File: src/rtl/cla_pkg.sv
// ============================================================================
// Module   : cla_pkg
// Purpose  : Shared constants, types and helpers for the pipelined CLA adder.
// Revision : 1.0 - initial release
// ============================================================================
`default_nettype none

package cla_pkg;

    localparam int CLA_GROUP_W = 4;

    // Bits handled by each pipeline slice.
    function automatic int cla_slice_w(input int width, input int stages);
        return width / stages;
    endfunction

    // Group generate / propagate pair.
    typedef struct packed {
        logic g;
        logic p;
    } cla_gp_t;

endpackage : cla_pkg

`default_nettype wire

File: src/rtl/cla_group.sv
// ============================================================================
// Module   : cla_group
// Purpose  : Combinational 4-bit carry-look-ahead group with group G/P output.
// Revision : 1.0 - initial release
// ============================================================================
`default_nettype none

module cla_group
    import cla_pkg::*;
(
    input  logic [CLA_GROUP_W-1:0] a,
    input  logic [CLA_GROUP_W-1:0] b,
    input  logic                   c_in,
    output logic [CLA_GROUP_W-1:0] s,
    output logic                   c_out,
    output cla_gp_t                gp
);

    logic [CLA_GROUP_W-1:0] w_g;
    logic [CLA_GROUP_W-1:0] w_p;
    logic [CLA_GROUP_W-1:0] w_c;

    assign w_g = a & b;
    assign w_p = a ^ b;

    // Every internal carry is a flat sum-of-products of c_in, no ripple.
    assign w_c[0] = c_in;
    assign w_c[1] = w_g[0] | (w_p[0] & c_in);
    assign w_c[2] = w_g[1] | (w_p[1] & w_g[0]) | (w_p[1] & w_p[0] & c_in);
    assign w_c[3] = w_g[2] | (w_p[2] & w_g[1]) | (w_p[2] & w_p[1] & w_g[0])
                  | (w_p[2] & w_p[1] & w_p[0] & c_in);

    assign gp.g = w_g[3] | (w_p[3] & w_g[2]) | (w_p[3] & w_p[2] & w_g[1])
                | (w_p[3] & w_p[2] & w_p[1] & w_g[0]);
    assign gp.p = &w_p;

    assign c_out = gp.g | (gp.p & c_in);
    assign s     = w_p ^ w_c;

endmodule : cla_group

`default_nettype wire

File: src/rtl/cla_pipe_adder.sv
// ============================================================================
// Module   : cla_pipe_adder
// Purpose  : WIDTH-bit adder split into STAGES skewed CLA slices with a
//            valid/ready handshake. Optional CLA_PIPE_OVF_EN adds port ovf.
// Revision : 1.0 - initial release
// ============================================================================
`default_nettype none

module cla_pipe_adder
    import cla_pkg::*;
#(
    parameter int WIDTH  = 16,
    parameter int STAGES = 2
) (
    input  logic             clk,
    input  logic             rst_n,
    input  logic             in_valid,
    output logic             in_ready,
    input  logic [WIDTH-1:0] a,
    input  logic [WIDTH-1:0] b,
    input  logic             c_in,
    output logic             out_valid,
    input  logic             out_ready,
    output logic [WIDTH-1:0] s,
    output logic             c_out
`ifdef CLA_PIPE_OVF_EN
    ,
    output logic             ovf
`endif
);

    localparam int SLICE_W = cla_slice_w(WIDTH, STAGES);
    localparam int N_GRP   = SLICE_W / CLA_GROUP_W;

    // Stage registers: stage k holds finished sum bits below (k+1)*SLICE_W
    // and the untouched operands for the slices still to come.
    logic             r_v   [STAGES];
    logic             r_c   [STAGES];
    logic [WIDTH-1:0] r_sum [STAGES];
    logic [WIDTH-1:0] r_a   [STAGES];
    logic [WIDTH-1:0] r_b   [STAGES];

    // Per-stage inputs, either from the ports or from the previous stage.
    logic             w_src_v   [STAGES];
    logic             w_src_c   [STAGES];
    logic [WIDTH-1:0] w_src_a   [STAGES];
    logic [WIDTH-1:0] w_src_b   [STAGES];
    logic [WIDTH-1:0] w_src_sum [STAGES];

    logic [SLICE_W-1:0] w_slice_s [STAGES];
    logic               w_slice_c [STAGES];
    logic [WIDTH-1:0]   w_new_sum [STAGES];

    // w_adv[k]: stage k loads this cycle; w_adv[STAGES] is the consumer.
    logic w_adv [STAGES+1];

    assign w_adv[STAGES] = out_ready;

    for (genvar k = 0; k < STAGES; k++) begin : g_stage
        logic    w_cc         [N_GRP+1];
        cla_gp_t w_gp_unused  [N_GRP];

        if (k == 0) begin : g_head
            assign w_src_v[k]   = in_valid;
            assign w_src_c[k]   = c_in;
            assign w_src_a[k]   = a;
            assign w_src_b[k]   = b;
            assign w_src_sum[k] = '0;
        end else begin : g_body
            assign w_src_v[k]   = r_v[k-1];
            assign w_src_c[k]   = r_c[k-1];
            assign w_src_a[k]   = r_a[k-1];
            assign w_src_b[k]   = r_b[k-1];
            assign w_src_sum[k] = r_sum[k-1];
        end

        // A bubble always loads, so holes in the pipe close up on their own.
        assign w_adv[k] = !r_v[k] || w_adv[k+1];

        assign w_cc[0] = w_src_c[k];

        for (genvar j = 0; j < N_GRP; j++) begin : g_grp
            cla_group u_grp (
                .a     (w_src_a[k][k*SLICE_W + j*CLA_GROUP_W +: CLA_GROUP_W]),
                .b     (w_src_b[k][k*SLICE_W + j*CLA_GROUP_W +: CLA_GROUP_W]),
                .c_in  (w_cc[j]),
                .s     (w_slice_s[k][j*CLA_GROUP_W +: CLA_GROUP_W]),
                .c_out (w_cc[j+1]),
                .gp    (w_gp_unused[j])
            );
        end

        assign w_slice_c[k] = w_cc[N_GRP];
        // Bits above the completed range of w_src_sum are always zero.
        assign w_new_sum[k] = w_src_sum[k] | (WIDTH'(w_slice_s[k]) << (k*SLICE_W));

        always_ff @(posedge clk or negedge rst_n) begin
            if (!rst_n) begin
                r_v[k]   <= 1'b0;
                r_c[k]   <= 1'b0;
                r_sum[k] <= '0;
                r_a[k]   <= '0;
                r_b[k]   <= '0;
            end else if (w_adv[k]) begin
                r_v[k] <= w_src_v[k];
                if (w_src_v[k]) begin
                    r_c[k]   <= w_slice_c[k];
                    r_sum[k] <= w_new_sum[k];
                    r_a[k]   <= w_src_a[k];
                    r_b[k]   <= w_src_b[k];
                end
            end
        end
    end

    assign in_ready  = w_adv[0];
    assign out_valid = r_v[STAGES-1];
    assign s         = r_sum[STAGES-1];
    assign c_out     = r_c[STAGES-1];

`ifdef CLA_PIPE_OVF_EN
    logic w_msb_cin;
    logic w_ovf_next;
    logic r_ovf;

    // Carry into the MSB recovered from a^b^s at that bit.
    assign w_msb_cin  = w_src_a[STAGES-1][WIDTH-1] ^ w_src_b[STAGES-1][WIDTH-1]
                      ^ w_slice_s[STAGES-1][SLICE_W-1];
    assign w_ovf_next = w_msb_cin ^ w_slice_c[STAGES-1];

    always_ff @(posedge clk or negedge rst_n) begin
        if (!rst_n) begin
            r_ovf <= 1'b0;
        end else if (w_adv[STAGES-1] && w_src_v[STAGES-1]) begin
            r_ovf <= w_ovf_next;
        end
    end

    assign ovf = r_ovf;
`endif

endmodule : cla_pipe_adder

`default_nettype wire
File: config.mk
export PLATFORM = sky130hd
export DESIGN_NAME = cla_pipe_adder
export DESIGN_NICKNAME = d
export VERILOG_FILES = /design/src/rtl/cla_pkg.sv /design/src/rtl/cla_group.sv /design/src/rtl/cla_pipe_adder.sv
export SDC_FILE = /design/constraint.sdc
export NUM_CORES = 1
export LEC_CHECK = 0
export CORE_AREA = 4 4 84 70
export DETAILED_ROUTE_END_ITERATION = 16
export DIE_AREA = 0 0 88 74
export PLACE_DENSITY_LB_ADDON = 0.12
export SLEW_MARGIN = 10
export SYNTH_ARGS = -nofsm -noshare
export SYNTH_HDL_FRONTEND = slang
export SYNTH_HIERARCHICAL = 1
export SYNTH_SLANG_ARGS = --single-unit
File: constraint.sdc
create_clock -name clk -period 5.7 [get_ports clk]
set_clock_uncertainty 0.2 [all_clocks]
set_input_delay 1.14 -clock clk [delete_from_list [all_inputs] [get_ports clk]]
set_output_delay 1.14 -clock clk [all_outputs]
set_load 0.05 [all_outputs]
# After elaboration in Yosys (flattened, before gate mapping)
# Cells that the tools add are included.
# totals
ramBits	0
register_bits	60
mem_bits_ro	0
wordCells	131
latch_bits	0
input_bits	37
memories	0
output_inout_bits	19
# classes
mul	0
add_sub_neg	0
magnitude_cmp	0
n_shift	0
n_mux	0
div_mod_pow	0
reduce_logical	10
bitwise	113
n_eq_ne	0
# ops
cell	n
1-bit bitwise AND	60
1-bit OR	40
4-bit bitwise XOR	8
4-bit bitwise AND	4
8-bit by 16-bit OR with 16-bit output	1
4-bit AND reduction	4
2-bit AND reduction	2
1-bit zero test	2
1-bit logical OR	2

# Longest topological paths before layout
# Gate-level depths: netlist of the first run.
# depth
ltp_word	10
ltp_mapped	8

# Cells and area by module
# Netlist of the first run, hierarchy kept.
# modules_own_cells
mod	cells_per_inst	area_per_inst_um2	n_inst
cla_pipe_adder	111	1929.4	1
cla_group at g_stage[1].g_grp[0].u_grp ...	22	193.9	2
cla_group at g_stage[0].g_grp[0].u_grp ...	22	182.7	2

# Least setup slack after synthesis of the first run
# Ideal clock, no wire load.
# synth_path
path_type	input port to flip-flop
startpoint	in a[2]
endpoint	reg r_c, in the netlist g_stage[1].w_cc[2]
required_ns	5.375
setup_ns	0.125
path_buffers	0
path_slack_ns	2.708
arrival_time_ns	2.667
stages	8
cell_sequence	ha_1 a41oi_1 o21ai_2 a21o_1 a41oi_1 o21ai_2 a21o_1 mux2_4
# synth_lines
item	line	rtl
start: declaration	cla_pipe_adder.sv:19	input logic [WIDTH-1:0] a,
end signal: indexed assignment	cla_pipe_adder.sv:107	r_c[k] <= w_slice_c[k];
end: declaration	cla_pipe_adder.sv:38	logic r_c [STAGES];

# Final worst setup path of the first run
# layout_path
startpoint	in out_ready
endpoint	out in_ready
# layout_via
elab_chain_len	2
# layout_lines
item	line	rtl
start: declaration	cla_pipe_adder.sv:23	input logic out_ready,
1-bit logical OR (2 in a row)	cla_pipe_adder.sv:78	assign w_adv[k] = !r_v[k] || w_adv[k+1];
end: declaration	cla_pipe_adder.sv:18	output logic in_ready,
# No other way between the ends.

==> results of run 1 <==
==> worst min-delay path by stage <==
stage | from | to | cells after the start
CTS | s[3] | s[3] | 1
global placement | s[3] | s[3] | 1
finish | s[1] | s[1] | 1
detailed placement | s[3] | s[3] | 1
global route | s[3] | s[3] | 1
floorplan | r_sum[23] | s[7] | 1
==> metal layers <==
metal / vias up / track usage / part of all wire
li1: 703 / - / -
met1: 710 / 0.1827 / 0.45
met2: 45 / 0.2533 / 0.47
met3: 10 / 0.04762 / 0.056
met4: 0 / 0.05451 / 0.019
met5: - / 0 / 0
==> sequential cells by signal, indices dropped and copies added, names as in the netlist <==
register and flops:
r_b 8, r_v 1, g_stage.w_cc 1, r_a 8
r_sum 8, out_valid 1, s 16, c_out 1
==> power breakdown <==
part           switching (mW)  internal [mW]
clock                  0.0984          0.126
sequential             0.0577          0.405
combinational           0.349          0.295
total                   0.505          0.825
==> layout make-up <==
| type | count | area (sq um) |
|---|---|---|
| Fill cell | 382 | 1846 |
| Multi-Input combinational cell | 104 | 1235 |
| Sequential cell | 44 | 1101 |
| Timing Repair Buffer | 55 | 545.5 |
| Tap cell | 62 | 77.57 |
| Inverter | 20 | 75.07 |
| Clock buffer | 5 | 68.82 |
| Clock inverter | 1 | 30.03 |
==> stage by stage <==
stage / utilization / setup WS [ns] / hold WS [ns] / instance area (sq um)
3_3_place_gp: 0.6095 / 1.773 / 0.2878 / 3034
5_1_grt: 0.6293 / 1.725 / 0.3181 / 3133
4_1_cts: 0.6293 / 1.765 / 0.3100 / 3133
6_report: 0.6293 / 1.771 / 0.3066 / 3133
3_5_place_dp: 0.6095 / 1.772 / 0.2927 / 3034
2_1_floorplan: - / 2.719 / 0.2762 / 2582
==> impl_results.rst, run 1 <==
.. list-table::
   :header-rows: 1

   * - Metric
     - Value
   * - Result of the run
     - completed
   * - Synthesized instance count
     - 187
   * - Setup repair after global routing missed its margin
     - false
   * - Final sum of negative setup slack
     - 0 ns
   * - Highest-count cells in the layout ignoring fill and taps
     - clkdlybuf4s50_1 (54), dfrtp_1 (44), mux2_4 (30)
   * - Final slew viol count
     - 0
   * - Initial core utilization
     - 0.5187
   * - Starting DRT DRC Count
     - 28
   * - Hold buffer count at cts
     - 0
   * - CTS tree
     - built
   * - Buffer count from post-CTS setup fixing
     - 0
   * - Routability Congestion
     - 0.7535
   * - Remaining antenna violation count
     - 0
   * - R2R Setup Slk
     - 3.31 ns
   * - DRC viols
     - 0
   * - CTS root buf
     - clkbuf_8
   * - Via count of the first global-routing pass
     - 1613
   * - Number of placed instances, taps included
     - roughly 290
   * - Routed vias/inst
     - 5.045
   * - Transition at the pin with the smallest max-transition slack
     - about 0.96 ns
   * - Global-route wire length before repair
     - between 7000 and 8000 um
   * - Drt first pass iters
     - 2
   * - Final cell count without fillers
     - slightly below 300
   * - Area enclosed by the die boundary
     - 6512 sq um
   * - Path class of the lowest-slack min-delay path
     - reg2reg
   * - Clock latency on the worst-skew pair
     - 0.29 ns
   * - Count of final hold-check violations
     - 0
   * - Via total after detailed routing
     - 1468
   * - Slowest library cell on the worst path
     - clkdlybuf4s50_1
   * - Cells traversed along the worst timing path
     - clkdlybuf4s50_1 -> nand3b_4 -> clkdlybuf4s50_1
   * - Leftover overflow at the end of global routing
     - 0
   * - Crit path capture type
     - output port
   * - Number of CTS-inserted buffers
     - 5
   * - Data arrival, critical path
     - about 2.6 ns
   * - Pwr dens
     - 424.6 nW/um^2
   * - Maximum achievable frequency
     - 254.5 MHz
   * - Clk pin slew, worst setup/hold paths
     - 0.07 ns
   * - Ports placed on the boundary
     - 56
   * - Syn nets
     - 244
   * - Post-synthesis instance area
     - 2582 sq um
   * - Total number of placement rows
     - 23
   * - Crit path max fanout
     - 3
   * - Final-report setup violation count
     - 0
   * - Nets
     - around 290
   * - Length in cells of the worst reg-to-reg path
     - 8
   * - Number of clock sinks seen by CTS
     - 44
   * - Type of origin of the critical path
     - input port
   * - Initial antenna violation count
     - 0
   * - Placed wire-length estimate
     - 3284 um
   * - Minimum clock period after layout
     - 3.929 ns
   * - Detailed Route WL
     - 4475 um
   * - Mean instance size in the synthesized netlist
     - 13.81 sq um
   * - Overall power
     - 1.330 mW
   * - Number of cells on the critical path
     - 3
   * - Width of the chip
     - between 80 and 90 um
   * - Count of port buffers added during placement
     - 55
   * - Termination of the worst setup path
     - in_ready
   * - Post-cts gate resize count
     - 0
   * - Antenna cell count
     - 0
   * - GRT Util Overall
     - 0.1503
   * - Fin crit share
     - 0.6894
   * - Worst R2R Start
     - r_a[25]
   * - Required arrival time at the worst endpoint
     - 4.36 ns
   * - Maximum buffer depth of the clock tree
     - 2
   * - Crit Path Class
     - in2out
   * - Pin count of the biggest net entering global routing
     - 45
   * - Tightest slew margin relative to the limit
     - 0.3604
   * - Largest voltage drop on the vdd net
     - 0.2911 mV
   * - Syn-to-layout area delta
     - 21.32%
   * - Most frequent standard cell in the layout excluding fill and tap cells
     - clkdlybuf4s50_1
   * - Static leakage power
     - 1.500 nW
   * - Launching instance or port of the critical path
     - out_ready
   * - Syn. warnings
     - 6
   * - Crit-path leading delay family
     - buffers and inverters
   * - Buffers plus inverters on the worst setup path
     - 2
   * - Reg-to-reg endpoint
     - s[13]
   * - H-tree levels
     - 2
   * - Crit-path most repeated cell
     - clkdlybuf4s50_1
   * - Delay of the slowest cell on the worst path
     - 0.81 ns
   * - Number of maximum-capacitance constraint violations
     - 0
   * - Ratio of cells with drive above 1 in the final layout
     - 0.2620
   * - Post-DR wirelength/cell
     - 15.38 um
   * - Floorplan die height
     - approximately 74 um
   * - Core Box Area
     - between 4000 and 5000 sq um
No activity file was read; power rests on OpenSTA's default activity.
==> run 2, diff against run 1 <==
Settings changed: CORE_AREA 4 4 84 70 to 4 4 91 76, DIE_AREA 0 0 88 74 to 0 0 95 80.
Clock period 5.7 ns to 3.5 ns, I/O delays scaled along.
==> run 2 against run 1 <==
Against the previous run:
- power increased by 57%
- utilization shrank 9.6 points
- final cell count is 6.9% higher
- highest routed layer unchanged
==> impl_results.rst, run 2 (synthesis results as in run 1) <==
.. list-table::
   :header-rows: 1

   * - Metric
     - Value
   * - Area enclosed by the die boundary
     - 7600 sq um (+17%)
   * - Post-DR wirelength/cell
     - 13.35 um (-13%)
   * - Minimum clock period after layout
     - 3.054 ns
   * - Drt first pass iters
     - 3 (+1)
   * - Min-Delay Endpoint
     - s[4]
   * - Global-route wire length before repair
     - 6962 um (-6.7%)
   * - Routed vias/inst
     - 4.540 (-10%)
   * - Starting DRT DRC Count
     - 38 (+36%)
   * - Remaining antenna violation count
     - 0 (unchanged)
   * - GRT Util Overall
     - 0.1197 (-0.03056)
   * - Hold buffer count at cts
     - 0 (unchanged)
   * - Fin crit share
     - 0.8725
   * - Reg-to-reg endpoint
     - s[13]
   * - Post-cts gate resize count
     - 0 (unchanged)
   * - Transition at the pin with the smallest max-transition slack
     - 0.9640 ns (+0.004646 ns)
   * - Setup repair after global routing missed its margin
     - false
   * - HP Start
     - s[4]
   * - Initial antenna violation count
     - 0 (unchanged)
   * - Clock latency on the worst-skew pair
     - 0.29 ns (about the same)
   * - CTS root buf
     - clkbuf_8
   * - Maximum buffer depth of the clock tree
     - 2 (unchanged)
   * - Required arrival time at the worst endpoint
     - 2.60 ns (-1.76 ns)
   * - Clk pin slew, worst setup/hold paths
     - 0.07 ns (about the same)
   * - Length in cells of the worst reg-to-reg path
     - 8 (unchanged)
   * - Final cell count without fillers
     - 311 (+6.9%)
   * - Count of final hold-check violations
     - 0 (unchanged)
   * - Antenna cell count
     - 0 (unchanged)
   * - Ratio of cells with drive above 1 in the final layout
     - 0.2609 (-0.001139)
   * - Detailed Route WL
     - 4152 um (-7.2%)
   * - Core Box Area
     - 5881 sq um (+18%)
   * - DRC viols
     - 0 (unchanged)
   * - Multi-input gate area in the final layout
     - 1235 sq um (unchanged)
   * - Final sum of negative setup slack
     - 0 ns (unchanged)
   * - Post-route standard cell area excluding fillers
     - 3136 sq um (about the same)
   * - Number of fillers in the final layout
     - 516 (+35%)
   * - Placed wire-length estimate
     - 3098 um (-5.7%)
   * - Via count of the first global-routing pass
     - 1495 (-7.3%)
   * - Final slew viol count
     - 0 (unchanged)
   * - R2R Setup Slk
     - 1.13 ns (-2.18 ns)
   * - Number of maximum-capacitance constraint violations
     - 0 (unchanged)
   * - Highest-count cells in the layout ignoring fill and taps
     - clkdlybuf4s50_1 (54), dfrtp_1 (44), mux2_4 (30)
   * - Buffer count from post-CTS setup fixing
     - 0 (unchanged)
   * - Via total after detailed routing
     - 1412 (-3.8%)
   * - Routability Congestion
     - 0.6884 (-8.6%)
   * - Tightest slew margin relative to the limit
     - 0.3573 (-0.003097)
   * - Instance area at placement
     - 3058 sq um (+0.78%)
   * - Number of placed instances, taps included
     - 304 (+6.7%)
   * - Pin count of the biggest net entering global routing
     - 45 (unchanged)
   * - Most frequent standard cell in the layout excluding fill and tap cells
     - clkdlybuf4s50_1
   * - Final-report setup violation count
     - 0 (unchanged)
   * - Sequential cell area
     - 1101 sq um (unchanged)
   * - Path class of the lowest-slack min-delay path
     - reg2reg
   * - Maximum achievable frequency
     - 327.5 MHz
   * - Max reg flops
     - 16 (unchanged)
   * - Total number of placement rows
     - 25 (+8.7%)
   * - Number of clock sinks seen by CTS
     - 44 (unchanged)
   * - Number of CTS-inserted buffers
     - 5 (unchanged)
   * - Count of port buffers added during placement
     - 55 (unchanged)
   * - Leftover overflow at the end of global routing
     - 0 (unchanged)
   * - Width of the chip
     - 95 um (+8.0%)
   * - Data arrival, critical path
     - 2.15 ns (-0.44 ns)
   * - Largest voltage drop on the vdd net
     - 0.2223 mV (-24%)
   * - Floorplan die height
     - 80 um (+8.1%)
   * - Crit Path Class
     - in2out
   * - Worst R2R Start
     - r_b[25]
   * - Ports placed on the boundary
     - 56 (unchanged)
   * - H-tree levels
     - 2 (unchanged)
   * - Crit path max fanout
     - 3 (unchanged)
   * - Pwr dens
     - 664.1 nW/um^2 (+56%)
   * - Initial core utilization
     - 0.4391 (-0.07957)
   * - Syn-to-layout area delta
     - 21.41% (about the same)
   * - Crit path capture type
     - output port
   * - Static leakage power
     - 1.491 nW (-0.60%)
   * - Result of the run
     - completed
   * - Number of instances on the worst hold path
     - 1 (unchanged)
   * - Nets
     - 287 (unchanged)
   * - Type of origin of the critical path
     - input port
   * - CTS tree
     - built
[run 2: layout make-up]
cell class / count / share of cell area
inverter: 20 / 0.02394
tap: 81 / 0.03232
sequential: 44 / 0.3512
multi-input combinational: 104 / 0.3939
clock inverter: 1 / 0.001596
clock buffer: 6 / 0.02314
timing repair buffer: 55 / 0.1740
[run 2: how the worst max path moves through the flow]
stage	start	to	slack (ns)	cells past startpoint
after floorplan	a[2]	g_stage[1].w_cc[2]	0.96	8
after global placement	out_ready	in_ready	0.46	3
after detailed placement	out_ready	in_ready	0.42	3
after CTS	out_ready	in_ready	0.43	3
after global routing	out_ready	in_ready	0.42	3
final	out_ready	in_ready	0.45	3
[run 2: metal layers]
layer,GRT usage,part of all wire
met5,0,0
met2,0.1963,0.43
met3,0.02922,0.062
met1,0.1567,0.49
met4,0.03458,0.011
[run 2: where the power goes]
part / switching (mW) / leakage (nW) / internal (mW)
sequential: 0.0904 / 0.513 / 0.659
clock: 0.158 / 0.0410 / 0.136
combinational: 0.560 / 0.937 / 0.479
total: 0.808 / 1.49 / 1.27
[run 2: through the flow]
stage | total power, mW | hold slack [ns] | util | worst slack, ns
finish | 2.082 | 0.3070 | 0.5332 | 0.4464
global route | 2.211 | 0.3278 | 0.5332 | 0.4160
CTS | 2.112 | 0.3112 | 0.5332 | 0.4317
detailed placement | 1.810 | 0.2946 | 0.5200 | 0.4248
global placement | 1.801 | 0.2874 | 0.5200 | 0.4625
floorplan | 1.631 | 0.2044 | - | 0.9588
[run 2: critical path: stages]
cell	delay, ns
clkdlybuf4s50_1	0.47
nand3b_4	0.17
clkdlybuf4s50_1	0.82
==> run 3, diff against run 2 <==
Settings changed: CELL_PAD_IN_SITES_DETAIL_PLACEMENT from default to 1, CELL_PAD_IN_SITES_GLOBAL_PLACEMENT from default to 2, CORE_AREA 4 4 91 76 to 4 4 110 91, DIE_AREA 0 0 95 80 to 0 0 114 95.
==> run 3 against run 2 <==
Against the previous run:
- register-to-register slack lost 0.11 ns
- clock-buffer cell count is the same
- worst setup slack gained 0.013 ns
- first-iteration DRC count shrank 24%
- via count grew 1.3%
- final area grew 4.1%
- die area grew 43%
- critical path type unchanged
- critical endpoint unchanged
- largest cell class unchanged
- highest routed layer unchanged
==> impl_results.rst, run 3 (synthesis results as in run 1) <==
.. list-table::
   :header-rows: 1

   * - Metric
     - Value
   * - Result of the run
     - completed
   * - HP Start
     - s[15]
   * - Post-DR wirelength/cell
     - 13.69 um (+2.5%)
   * - Starting DRT DRC Count
     - 29 (-24%)
   * - Final slew viol count
     - 0 (unchanged)
   * - M3 GR Usage
     - 0.02498 (-0.004234)
   * - Routability Congestion
     - 0.6491 (-5.7%)
   * - Initial core utilization
     - 0.2895 (-0.1497)
   * - Post-cts gate resize count
     - 0 (unchanged)
   * - Transition at the pin with the smallest max-transition slack
     - 0.9909 ns (+0.02688 ns)
   * - Count of final hold-check violations
     - 0 (unchanged)
   * - Hold buffer count at cts
     - 0 (unchanged)
   * - Instance area at placement
     - 3100 sq um (+1.4%)
   * - R2R Setup Slk
     - 1.02 ns (-0.11 ns)
   * - Required arrival time at the worst endpoint
     - 2.60 ns (about the same)
   * - Final-report setup violation count
     - 0 (unchanged)
   * - Crit path max fanout
     - 3 (unchanged)
   * - Crit path capture type
     - output port
   * - Width of the chip
     - 114 um (+20%)
   * - Nets
     - 287 (unchanged)
   * - Routed vias/inst
     - 4.133 (-9.0%)
   * - Total number of placement rows
     - 31 (+24%)
   * - Via count of the first global-routing pass
     - 1560 (+4.3%)
   * - Floorplan die height
     - 95 um (+19%)
   * - Antenna cell count
     - 0 (unchanged)
   * - Type of origin of the critical path
     - input port
   * - Minimum clock period after layout
     - 3.041 ns (-0.01290 ns)
   * - CTS tree
     - built
   * - Number of clock sinks seen by CTS
     - 44 (unchanged)
   * - Pin count of the biggest net entering global routing
     - 45 (unchanged)
   * - Buffer count from post-CTS setup fixing
     - 0 (unchanged)
   * - Most frequent standard cell in the layout excluding fill and tap cells
     - clkdlybuf4s50_1
   * - Global-route wire length before repair
     - 7928 um (+14%)
   * - GRT Util Overall
     - 0.09398 (-0.02576)
   * - Drt first pass iters
     - 3 (unchanged)
   * - Maximum buffer depth of the clock tree
     - 2 (unchanged)
   * - Maximum achievable frequency
     - 328.9 MHz (+0.42%)
   * - Clock latency on the worst-skew pair
     - 0.29 ns (about the same)
   * - H-tree levels
     - 2 (unchanged)
   * - Crit Path Class
     - in2out
   * - Launching instance or port of the critical path
     - out_ready
   * - Fin util
     - 0.3659 (-0.1673)
   * - Path class of the lowest-slack min-delay path
     - reg2reg
   * - Fin crit share
     - 0.8688 (-0.003687)
   * - Data arrival, critical path
     - 2.14 ns (about the same)
   * - Leftover overflow at the end of global routing
     - 0 (unchanged)
   * - Count of port buffers added during placement
     - 55 (unchanged)
   * - Met2 Track Usage GR
     - 0.1404 (-0.05599)
   * - Worst R2R Start
     - r_b[25]
   * - Highest-count cells in the layout ignoring fill and taps
     - clkdlybuf4s50_1 (54), dfrtp_1 (44), mux2_4 (30)
   * - Detailed Route WL
     - 4737 um (+14%)
   * - Ratio of cells with drive above 1 in the final layout
     - 0.2641 (+0.003200)
   * - Number of maximum-capacitance constraint violations
     - 0 (unchanged)
   * - Ports placed on the boundary
     - 56 (unchanged)
   * - Setup repair after global routing missed its margin
     - false
   * - Setup slack after layout
     - 0.4593 ns (+0.01290 ns)
   * - Placed wire-length estimate
     - 3549 um (+15%)
   * - Syn-to-layout area delta
     - 26.40%
   * - Via total after detailed routing
     - 1430 (+1.3%)
   * - Static leakage power
     - 1.531 nW (+2.7%)
   * - Clk pin slew, worst setup/hold paths
     - 0.06 ns (about the same)
   * - Final sum of negative setup slack
     - 0 ns (unchanged)
   * - Tightest slew margin relative to the limit
     - 0.3394 (-0.01792)
   * - Area enclosed by the die boundary
     - 10830 sq um (+43%)
   * - Pwr dens
     - 712.7 nW/um^2 (+7.3%)
   * - Post-route standard cell area excluding fillers
     - 3264 sq um (+4.1%)
   * - GRT Max-Usage Layer
     - met2
   * - CTS root buf
     - clkbuf_16
   * - Tightest hold margin
     - 0.3042 ns (-0.002744 ns)
   * - Initial antenna violation count
     - 0 (unchanged)
   * - Largest voltage drop on the vdd net
     - 0.2803 mV (+26%)
   * - Number of CTS-inserted buffers
     - 5 (unchanged)
   * - Met1 track demand over resource
     - 0.1299 (-0.02681)
   * - Max reg flops
     - 16 (unchanged)
   * - Core Box Area
     - 8921 sq um (+52%)
   * - DRC viols
     - 0 (unchanged)
   * - Remaining antenna violation count
     - 0 (unchanged)
   * - Setup Slack @ Placement
     - 0.4179 ns (-0.006862 ns)
==> run 3: path summary, 6_finish.rpt <==
check / cells after the start / to
worst max-delay path: 3 / in_ready
worst min-delay path: 1 / s[15]
worst min register to register: 1 / s[15]
worst max register to register: 8 / s[12]
min in group asynchronous: 1 / s[8]
max in group asynchronous: 1 / s[4]
==> run 3: metal layers <==
layer | part of all wire | vias to the layer above | wire [um]
met3 | 0.049 | 6 | 233
met2 | 0.43 | 33 | 2046
met1 | 0.50 | 686 | 2389
met5 | 0 | - | 0
met4 | 0.014 | 0 | 67
li1 | - | 705 | -
==> run 3: stage by stage <==
step	instances	power, mW
after detailed placement	338	1.831
after floorplan	187	1.631
after global routing	346	2.458
after CTS	346	2.373
after global placement	338	1.820
final	346	2.327
==> run 3: critical path: stages <==
cell	delay [ns]
clkdlybuf4s50_1	0.46
nand3b_4	0.16
clkdlybuf4s50_1	0.81
==> run 3: power by group <==
group,total (mW),internal (mW),switching [mW]
logic,1.05,0.481,0.566
clock network,0.522,0.336,0.186
registers,0.758,0.660,0.0978
==> run 3: layout make-up <==
cell class	instances	area (sq um)
Multi-Input combinational cell	104	1235
Inverter	20	75.07
Clock buffer	6	128.9
Timing Repair Buffer	55	545.5
Sequential cell	44	1101
Fill cell	951	5657
Clock inverter	2	35.03
Tap cell	115	143.9
